===== config.mk =====
export PLATFORM = sky130hd
export DESIGN_NAME = vga_timing_gen_flat
export DESIGN_NICKNAME = d
export VERILOG_FILES = /design/src/rtl/vga_timing_gen_pkg.sv /design/src/rtl/vga_timing_gen_if.sv /design/src/rtl/vga_axis_counter.sv /design/src/rtl/vga_timing_gen.sv /design/src/flat_wrapper.sv
export SDC_FILE = /design/constraint.sdc
export NUM_CORES = 1
export LEC_CHECK = 0
export ABC_CLOCK_PERIOD_IN_PS = 2500
export BUFFER_PORTS_ARGS = -buffer_cell sky130_fd_sc_hd__buf_2
export CORE_MARGIN = 4
export CORE_UTILIZATION = 50
export CTS_BUF_LIST = sky130_fd_sc_hd__clkbuf_4
export CTS_CLUSTER_SIZE = 12
export DETAILED_ROUTE_END_ITERATION = 16
export PLACE_DENSITY = 0.85
export SLEW_MARGIN = 0
export SYNTH_ARGS = -nofsm -noshare
export SYNTH_HDL_FRONTEND = slang
export SYNTH_SLANG_ARGS = --single-unit
export TNS_END_PERCENT = 30

===== constraint.sdc =====
create_clock -name clk -period 2.5 [get_ports clk]
set_clock_uncertainty 0.1 [all_clocks]
set_input_delay 0.125 -clock clk [delete_from_list [all_inputs] [get_ports clk]]
set_output_delay 0.125 -clock clk [all_outputs]
set_load 0.02 [all_outputs]

===== src/rtl/vga_timing_gen_pkg.sv =====
// Shared timing constants and the per-axis phase encoding for the VGA raster generator.
package vga_timing_pkg;

    typedef enum logic [1:0] {
        PH_ACT = 2'd0,
        PH_FP  = 2'd1,
        PH_SYN = 2'd2,
        PH_BP  = 2'd3
    } phase_t;

    localparam int H_DISPLAY_DEF = 640;
    localparam int H_FRONT_DEF   = 16;
    localparam int H_SYNC_DEF    = 96;
    localparam int H_BACK_DEF    = 48;
    localparam int V_DISPLAY_DEF = 480;
    localparam int V_FRONT_DEF   = 10;
    localparam int V_SYNC_DEF    = 2;
    localparam int V_BACK_DEF    = 33;

    function automatic int axis_total(int display, int front, int sync, int back);
        return display + front + sync + back;
    endfunction

    localparam int H_TOTAL = axis_total(H_DISPLAY_DEF, H_FRONT_DEF, H_SYNC_DEF, H_BACK_DEF);
    localparam int V_TOTAL = axis_total(V_DISPLAY_DEF, V_FRONT_DEF, V_SYNC_DEF, V_BACK_DEF);

endpackage


===== src/rtl/vga_timing_gen_if.sv =====
// Raster timing bundle driven by the timing generator and consumed by the colour path.
interface vga_timing_gen_if;
    import vga_timing_pkg::*;

    logic       hsync;
    logic       vsync;
    logic [9:0] hpos;
    logic [9:0] vpos;
    logic       visible;
    logic       line_start;
    logic       frame_start;
    logic [7:0] frame_count;
    phase_t     h_phase;
    phase_t     v_phase;

    modport master (
        output hsync, vsync, hpos, vpos, visible,
        output line_start, frame_start, frame_count,
        output h_phase, v_phase
    );

    modport slave (
        input hsync, vsync, hpos, vpos, visible,
        input line_start, frame_start, frame_count,
        input h_phase, v_phase
    );

endinterface


===== src/rtl/vga_axis_counter.sv =====
// One raster axis: position counter plus ACT/FP/SYN/BP phase FSM, advancing on step.
module vga_axis_counter
    import vga_timing_pkg::*;
#(
    parameter int DISPLAY = 640,
    parameter int FRONT   = 16,
    parameter int SYNC    = 96,
    parameter int BACK    = 48
) (
    input  logic       clk,
    input  logic       rst_n,
    input  logic       step,
    output logic [9:0] pos,
    output phase_t     phase,
    output phase_t     phase_nxt,
    output logic       wrap
);

    localparam int         TOTAL     = axis_total(DISPLAY, FRONT, SYNC, BACK);
    localparam logic [9:0] LAST      = 10'(TOTAL - 1);
    localparam logic [9:0] FP_START  = 10'(DISPLAY);
    localparam logic [9:0] SYN_START = 10'(DISPLAY + FRONT);
    localparam logic [9:0] BP_START  = 10'(DISPLAY + FRONT + SYNC);

    logic [9:0] pos_nxt;

    // phase_nxt is exported so the top can register sync/visible in step with pos.
    always_comb begin
        wrap      = step && (pos == LAST);
        pos_nxt   = pos;
        phase_nxt = phase;
        if (step) begin
            pos_nxt = wrap ? 10'd0 : pos + 10'd1;
            case (phase)
                PH_ACT:  if (pos_nxt == FP_START)  phase_nxt = PH_FP;
                PH_FP:   if (pos_nxt == SYN_START) phase_nxt = PH_SYN;
                PH_SYN:  if (pos_nxt == BP_START)  phase_nxt = PH_BP;
                PH_BP:   if (pos_nxt == 10'd0)     phase_nxt = PH_ACT;
                default: phase_nxt = PH_ACT;
            endcase
        end
    end

    always_ff @(posedge clk) begin
        if (!rst_n) begin
            pos   <= 10'd0;
            phase <= PH_ACT;
        end else begin
            pos   <= pos_nxt;
            phase <= phase_nxt;
        end
    end

endmodule


===== src/rtl/vga_timing_gen.sv =====
// VGA raster timing: hpos/vpos counters, aligned registered syncs/visible, line/frame strobes.
module vga_timing_gen
    import vga_timing_pkg::*;
#(
    parameter int H_DISPLAY   = H_DISPLAY_DEF,
    parameter int H_FRONT     = H_FRONT_DEF,
    parameter int H_SYNC      = H_SYNC_DEF,
    parameter int H_BACK      = H_BACK_DEF,
    parameter int V_DISPLAY   = V_DISPLAY_DEF,
    parameter int V_FRONT     = V_FRONT_DEF,
    parameter int V_SYNC      = V_SYNC_DEF,
    parameter int V_BACK      = V_BACK_DEF,
    parameter bit SYNC_ACTIVE = 1'b0
) (
    input  logic             clk,
    input  logic             rst_n,
    input  logic             en,
    vga_timing_gen_if.master vga
);

    logic [9:0] h_pos, v_pos;
    phase_t     h_phase, h_phase_nxt, v_phase, v_phase_nxt;
    logic       h_wrap, v_wrap;

    logic       hsync_q, vsync_q, visible_q, line_start_q, frame_start_q;
    logic [7:0] frame_count_q;

    vga_axis_counter #(
        .DISPLAY(H_DISPLAY), .FRONT(H_FRONT), .SYNC(H_SYNC), .BACK(H_BACK)
    ) u_h (
        .clk(clk), .rst_n(rst_n), .step(en),
        .pos(h_pos), .phase(h_phase), .phase_nxt(h_phase_nxt), .wrap(h_wrap)
    );

    vga_axis_counter #(
        .DISPLAY(V_DISPLAY), .FRONT(V_FRONT), .SYNC(V_SYNC), .BACK(V_BACK)
    ) u_v (
        .clk(clk), .rst_n(rst_n), .step(h_wrap),
        .pos(v_pos), .phase(v_phase), .phase_nxt(v_phase_nxt), .wrap(v_wrap)
    );

    // Decoding next phases keeps sync/visible on the same pixel as the counters.
    always_ff @(posedge clk) begin
        if (!rst_n) begin
            hsync_q       <= ~SYNC_ACTIVE;
            vsync_q       <= ~SYNC_ACTIVE;
            visible_q     <= 1'b1;
            line_start_q  <= 1'b0;
            frame_start_q <= 1'b0;
            frame_count_q <= 8'd0;
        end else begin
            hsync_q       <= (h_phase_nxt == PH_SYN) ? SYNC_ACTIVE : ~SYNC_ACTIVE;
            vsync_q       <= (v_phase_nxt == PH_SYN) ? SYNC_ACTIVE : ~SYNC_ACTIVE;
            visible_q     <= (h_phase_nxt == PH_ACT) && (v_phase_nxt == PH_ACT);
            line_start_q  <= h_wrap;
            frame_start_q <= v_wrap;
            if (v_wrap) frame_count_q <= frame_count_q + 8'd1;
        end
    end

    assign vga.hsync       = hsync_q;
    assign vga.vsync       = vsync_q;
    assign vga.hpos        = h_pos;
    assign vga.vpos        = v_pos;
    assign vga.visible     = visible_q;
    assign vga.line_start  = line_start_q;
    assign vga.frame_start = frame_start_q;
    assign vga.frame_count = frame_count_q;
    assign vga.h_phase     = h_phase;
    assign vga.v_phase     = v_phase;

endmodule

===== src/flat_wrapper.sv =====
// flat-port wrapper written by rule: the top's interface ports become plain ports
module vga_timing_gen_flat import vga_timing_pkg::*;
#(
    parameter int H_DISPLAY   = H_DISPLAY_DEF,
    parameter int H_FRONT     = H_FRONT_DEF,
    parameter int H_SYNC      = H_SYNC_DEF,
    parameter int H_BACK      = H_BACK_DEF,
    parameter int V_DISPLAY   = V_DISPLAY_DEF,
    parameter int V_FRONT     = V_FRONT_DEF,
    parameter int V_SYNC      = V_SYNC_DEF,
    parameter int V_BACK      = V_BACK_DEF,
    parameter bit SYNC_ACTIVE = 1'b0
)
  (clk, rst_n, en, vga_hsync, vga_vsync, vga_hpos, vga_vpos, vga_visible, vga_line_start, vga_frame_start, vga_frame_count, vga_h_phase, vga_v_phase);
  vga_timing_gen_if vga_i ();
  input  logic clk;
  input  logic rst_n;
  input  logic en;
  output wire logic [$bits(vga_i.hsync)-1:0] vga_hsync;
  output wire logic [$bits(vga_i.vsync)-1:0] vga_vsync;
  output wire logic [$bits(vga_i.hpos)-1:0] vga_hpos;
  output wire logic [$bits(vga_i.vpos)-1:0] vga_vpos;
  output wire logic [$bits(vga_i.visible)-1:0] vga_visible;
  output wire logic [$bits(vga_i.line_start)-1:0] vga_line_start;
  output wire logic [$bits(vga_i.frame_start)-1:0] vga_frame_start;
  output wire logic [$bits(vga_i.frame_count)-1:0] vga_frame_count;
  output wire logic [$bits(vga_i.h_phase)-1:0] vga_h_phase;
  output wire logic [$bits(vga_i.v_phase)-1:0] vga_v_phase;
  assign vga_hsync = vga_i.hsync;
  assign vga_vsync = vga_i.vsync;
  assign vga_hpos = vga_i.hpos;
  assign vga_vpos = vga_i.vpos;
  assign vga_visible = vga_i.visible;
  assign vga_line_start = vga_i.line_start;
  assign vga_frame_start = vga_i.frame_start;
  assign vga_frame_count = vga_i.frame_count;
  assign vga_h_phase = vga_i.h_phase;
  assign vga_v_phase = vga_i.v_phase;
  vga_timing_gen #(.H_DISPLAY(H_DISPLAY), .H_FRONT(H_FRONT), .H_SYNC(H_SYNC), .H_BACK(H_BACK), .V_DISPLAY(V_DISPLAY), .V_FRONT(V_FRONT), .V_SYNC(V_SYNC), .V_BACK(V_BACK), .SYNC_ACTIVE(SYNC_ACTIVE)) u_core (.clk(clk), .rst_n(rst_n), .en(en), .vga(vga_i));
endmodule

Word level (Yosys, flattened, before mapping)
Index checks and enable logic that the tools add are counted.

Bits in registers: 37. Output and inout port bits: 37. Bits of input ports: 3. Logic and storage cells: 54.

Mux-type cells: 16. Eq/ne operators: 16. Reduce and logical (&&, ||, !) cells: 9. Add/sub/neg operators: 3.

Operator list (count): 10-bit == test (second input constant) (5); 10-bit by 9-bit == test with 1-bit output (second input constant) (3); 10-bit by 1-bit adder with 10-bit output (second input constant) (2); 10-bit zero test (2); 10-bit 2-to-1 mux (2); 2-bit 2-to-1 mux (10); 2-bit case mux with 4 select lines (2); 2-bit == test (second input constant) (6); 8-bit by 1-bit adder with 8-bit output (second input constant) (1); 2-bit zero test (4); 2-bit by 1-bit == test with 1-bit output (second input constant) (2); 1-bit logical AND (3); 1-bit 2-to-1 mux (2).

Depth between registers and ports, before layout
Word-level depth: 10. Gate-level depth with buffers: 9. Mapped depth without buffers: 8.

By module
A second synthesis with hierarchy kept.

Cell total of the unflattened synthesis: 306. Area, all modules: 2543.7 sq um.

Modules (own cells, without submodules): vga_axis_counter (u_core.u_v) (cells each 149, seq. area each 240.2 sq um, instances 1, area an instance 1119.8 sq um); vga_axis_counter (u_core.u_h) (cells each 109, seq. area each 240.2 sq um, instances 1, area an instance 924.6 sq um); vga_timing_gen (cells each 48, seq. area each 260.2 sq um, instances 1, area an instance 499.2 sq um).

Worst setup path before layout
Ideal clock, no wire load.

Kind: register to register. From: register u_core.u_v.pos[1]. To: register u_core.visible_q, in the netlist u_core.vga.visible. Arrival time: 2.348 ns. Data required time: 2.284 ns. Stages on the path, launching flop included: 8. Path buffers: 0. Slack: -0.064 ns. Period minus slack after synthesis: 2.564 ns. Setup time: 0.116 ns. Path through: dfxtp_1 ha_1 nand4_4 or3_4 a2111oi_4 a41oi_2 a21o_1 a41o_1.

Cells in the longest elaborated chain, start to end: 9. Elaborated cells on any way between the ends: 16. Those cells by class: add/sub: 1; eq/ne: 4; mux: 7; reduce/logical: 4.

Ends and longest elaborated chain: start, declared (RTL line vga_axis_counter.sv:13) `output logic [9:0] pos,`; start signal, assigned (RTL line vga_axis_counter.sv:49) `pos <= pos_nxt;`; parallel branches: the longest is 2 deep, another holds 10-bit by 1-bit adder with 10-bit output; 10-bit 2-to-1 mux * (RTL line vga_axis_counter.sv:33) `pos_nxt = wrap ? 10'd0 : pos + 10'd1;`; 10-bit by 9-bit == test with 1-bit output (tied with other cells) (RTL line vga_axis_counter.sv:37) `PH_SYN: if (pos_nxt == BP_START) phase_nxt = PH_BP;`; 2-bit 2-to-1 mux (on tied branches); 2-bit case mux with 4 select lines * (RTL line vga_axis_counter.sv:34) `case (phase)`; 2-bit 2-to-1 mux * (RTL line vga_axis_counter.sv:32) `if (step) begin`; 2-bit zero test * (RTL line vga_timing_gen.sv:54) `visible_q <= (h_phase_nxt == PH_ACT) && (v_phase_nxt == PH_ACT);`; 1-bit logical AND * (RTL line vga_timing_gen.sv:54); end signal, assigned (RTL line vga_timing_gen.sv:54); end, declared (RTL line vga_timing_gen.sv:25) `logic hsync_q, vsync_q, visible_q, line_start_q, frame_start_q;`.

Every way passes the cells marked *. A chain may end at the register's enable or synchronous reset.

Final worst setup path
From: register u_core.u_v.pos[0]. To: register u_core.visible_q, in the netlist u_core.vga.visible.

The elaborated chain is that of the path after synthesis.

==> impl_results.md <==
- Status: complete, no violations
- Antenna Nets Post-Route: 0
- Crit share post-route: 94.9%
- Average size of a mapped cell: 8.07 um^2
- Cell count after synthesis: 294
- CTS root buf: clkbuf_4
- Hold Vio Cnt, Final: 0
- Synth-to-Final Area Change: 14.3%
- Vias/cell: 5.96
- CTS buffer count: 5
- Dpl ws: 0.135 ns
- R2R Setup Slk: 0.13 ns
- First-pass GRT wire length: 9850 um
- GRT overflow: 0
- Commonest cells post-synth: dfxtp_1 (37), nor2_1 (34), nand2_1 (24)
- Die width: 76.9 um
- Critical-path top delay cell: nor3_2
- RR Startpoint: u_core.u_v.pos[0]
- Final WL: 5820 um
- Clk pwr share: 32.0%
- Post-route worst setup slack: 0.128 ns
- Seq/Total Area, Yosys: 31.2%
- WL/cell: 15.0 um
- Maximum Capacitance Violations: 0
- Floorplan core area: 4470 um^2
- Row cnt: 24
- Initial antenna violation count: 0
- Synth top area cells: dfxtp_1 (31%), nor2_1 (5.4%), xnor2_1 (4.1%)
- H-tree Lvls: 2
- Drt drc: 0
- Synthesized cell area: 2370 um^2
- Initial DRC Count: 252
- Clk sinks: 37
- N_diodes: 0
- Top cell type's share of synthesized area: 31.2%
- CP bufs+invs: 2
- Dpl hpwl: 4280 um
- Syn_nets: 301
- Crit-path max cell delay: 0.42 ns
- R2R depth: 9
- Synth area leader: dfxtp_1
- Worst Tran Pin Value: 0.618 ns
- RD Place Congestion: 0.929
- Initial Util: 53.0%
- Worst hold path type: primary input to flop
- Most numerous cell in the Yosys netlist: dfxtp_1
- Die height: 76.9 um
- Total setup buffers inserted after CTS: 0
- Tmin final: 2.37 ns
- Final setup viols: 0
- Port bufs: 39
- Post-synthesis async set-or-reset flop share: 0%
- YS warnings: 0
- Internal: 0.000724 W
- Unique cell type count in the Yosys netlist: 59
- Crit path max-delay family: simple AND/OR/NAND/NOR gates
- Nets: 344
- Pleak: 1.08 nW
- CP max FO: 7
- Via count: 2320
- Reg clk slew, reported paths: 0.11 ns
- Rel. slew slack: 58.8%
- GRT Total Usage: 20.2%
- Worst endpoint required time: 2.70 ns
- Max Clk Rate: 422 MHz
- Largest net degree at the start of global routing: 22
- R2R Path End: u_core.vga.visible
- CP arrival: 2.58 ns
- Critical Path Stages: 9
- Critical path startpoint: u_core.u_v.pos[0]
- Worst skew pair latency: 0.35 ns
- RSZ-0062 raised after global routing: no
- Setup crit end kind: flop
- Comb power frac: 5.4%
- Crit Path Class: flop to flop
- Layout cells sized above 1: 24.0%
- Crit path to: u_core.vga.visible
- Main synth FF type: dfxtp_1
- Drt first pass iters: 5
- P_sw: 0.000236 W
- CTS tree: done
- Crit start category: flop
- Peak supply drop: 0.216 mV
- Number of global-route vias before repair: 2124
- TNS Setup: 0 ns
- Die area: 5910 um^2
- Cell Chain, Critical Path: buf_4 -> inv_1 -> ha_1 -> nand4bb_1 -> nor3_2 -> a21oi_1 -> and4b_1 -> o2111ai_1 -> a41o_1
- IO Count: 40
- Yosys reg bits: 37
- Max-slew violations: 0
- Switching Fraction: 24.6%
- Post-synth EDFFs: 0
- Register share of total power: 62.6%
- PwrDens: 354 nW/um^2
- Clock Path Buffers: 2
-- how the worst min path moves through the flow --
stage / startpoint / end / slack, ns / depth (start not counted)
2_1_floorplan: rst_n / u_core.vga.hsync / 0.1 / 1
3_3_place_gp: rst_n / u_core.vga.hsync / 0.23 / 2
3_5_place_dp: rst_n / u_core.vga.hsync / 0.23 / 2
4_1_cts: en / u_core.u_h.pos[1] / 0.1 / 3
5_1_grt: en / u_core.u_h.pos[1] / 0.13 / 3
6_report: en / u_core.u_h.pos[1] / 0.12 / 3
-- power by group through the flow --
stage,Combinational [W],Clock [W],Sequential (W)
6_report,0.0000517,0.000308,0.000601
5_1_grt,0.0000564,0.000352,0.000603
4_1_cts,0.0000508,0.000318,0.000601
3_5_place_dp,0.0000495,0,0.000614
3_3_place_gp,0.0000478,0,0.000614
2_1_floorplan,0.0000304,0,0.000617
-- cells by family after synthesis --
logic type | after synthesis | synth area share, %
simple gates | 141 | 33.1
compound gates | 57 | 17.8
flops | 37 | 31.2
buf+inv | 29 | 6.01
xor+xnor | 22 | 8.12
mux | 4 | 1.69
fa+ha+maj | 4 | 2.11
-- worst min-delay path: cells and delay by family --
family | cells | cell delay, ns
buf+inv | 1 | 0.22
simple gates | 1 | 0.11
compound gates | 1 | 0.06
-- metrics by stage --
stage          utilization (%)  instances  power [W]  area (um^2)  hold WS [ns]
2_1_floorplan                -        294   0.000648         2380        0.0989
3_3_place_gp              59.2        381   0.000661         2650         0.227
3_5_place_dp              59.2        381   0.000664         2650         0.226
4_1_cts                   60.5        389   0.000969         2710        0.0972
5_1_grt                   60.6        389    0.00101         2710         0.131
6_report                  60.6        389   0.000960         2710         0.118
-- placed cells by master, fill, tap and decap left out, types with 6 or more instances in the layout --
cell	n
xnor2_1	11
o21ai_0	10
buf_4	16
and3_1	6
or3_1	7
nand4_1	14
nand2_1	24
and2_1	7
a21oi_1	17
buf_2	39
nor3_1	7
nand3_1	15
nor2_1	34
xor2_1	11
dfxtp_1	35
clkbuf_4	6
inv_1	9
-- metal layers --
metal,global-route usage [%],share of wire [%],up-vias
met3,4.92,6.7,20
met2,31.5,47,87
met4,9.60,2.7,0
li1,-,-,1139
met5,0,0,-
met1,26.1,44,1074
-- flip-flops by register name, summed over array words and instances (netlist names) --
| name | count |
|---|---|
| u_core.vga.vsync | 1 |
| u_core.vga.visible | 1 |
| u_core.u_h.pos | 10 |
| u_core.vga.frame_start | 1 |
| u_core.vga.hsync | 1 |
| u_core.u_v.phase | 2 |
| u_core.vga.line_start | 1 |
| u_core.u_v.pos | 10 |
| u_core.vga.frame_count | 8 |
| u_core.u_h.phase | 2 |
-- area by class of cell --
cell class | count | area [um^2]
Sequential cell | 37 | 743
Inverter | 9 | 33.8
Fill cell | 397 | 1760
Clock inverter | 1 | 3.75
Multi-Input combinational cell | 228 | 1500
Tap cell | 52 | 65.1
Clock buffer | 6 | 45.0
Timing Repair Buffer | 56 | 325
-- timing repair --
action / 4_1_cts / 5_1_grt
resized for setup: 0 / 2
hold buffers: 1 / 0
setup endpoints to repair: 0 / 1
hold endpoints to repair: 2 / 0
No activity file was read; power rests on OpenSTA's default activity.
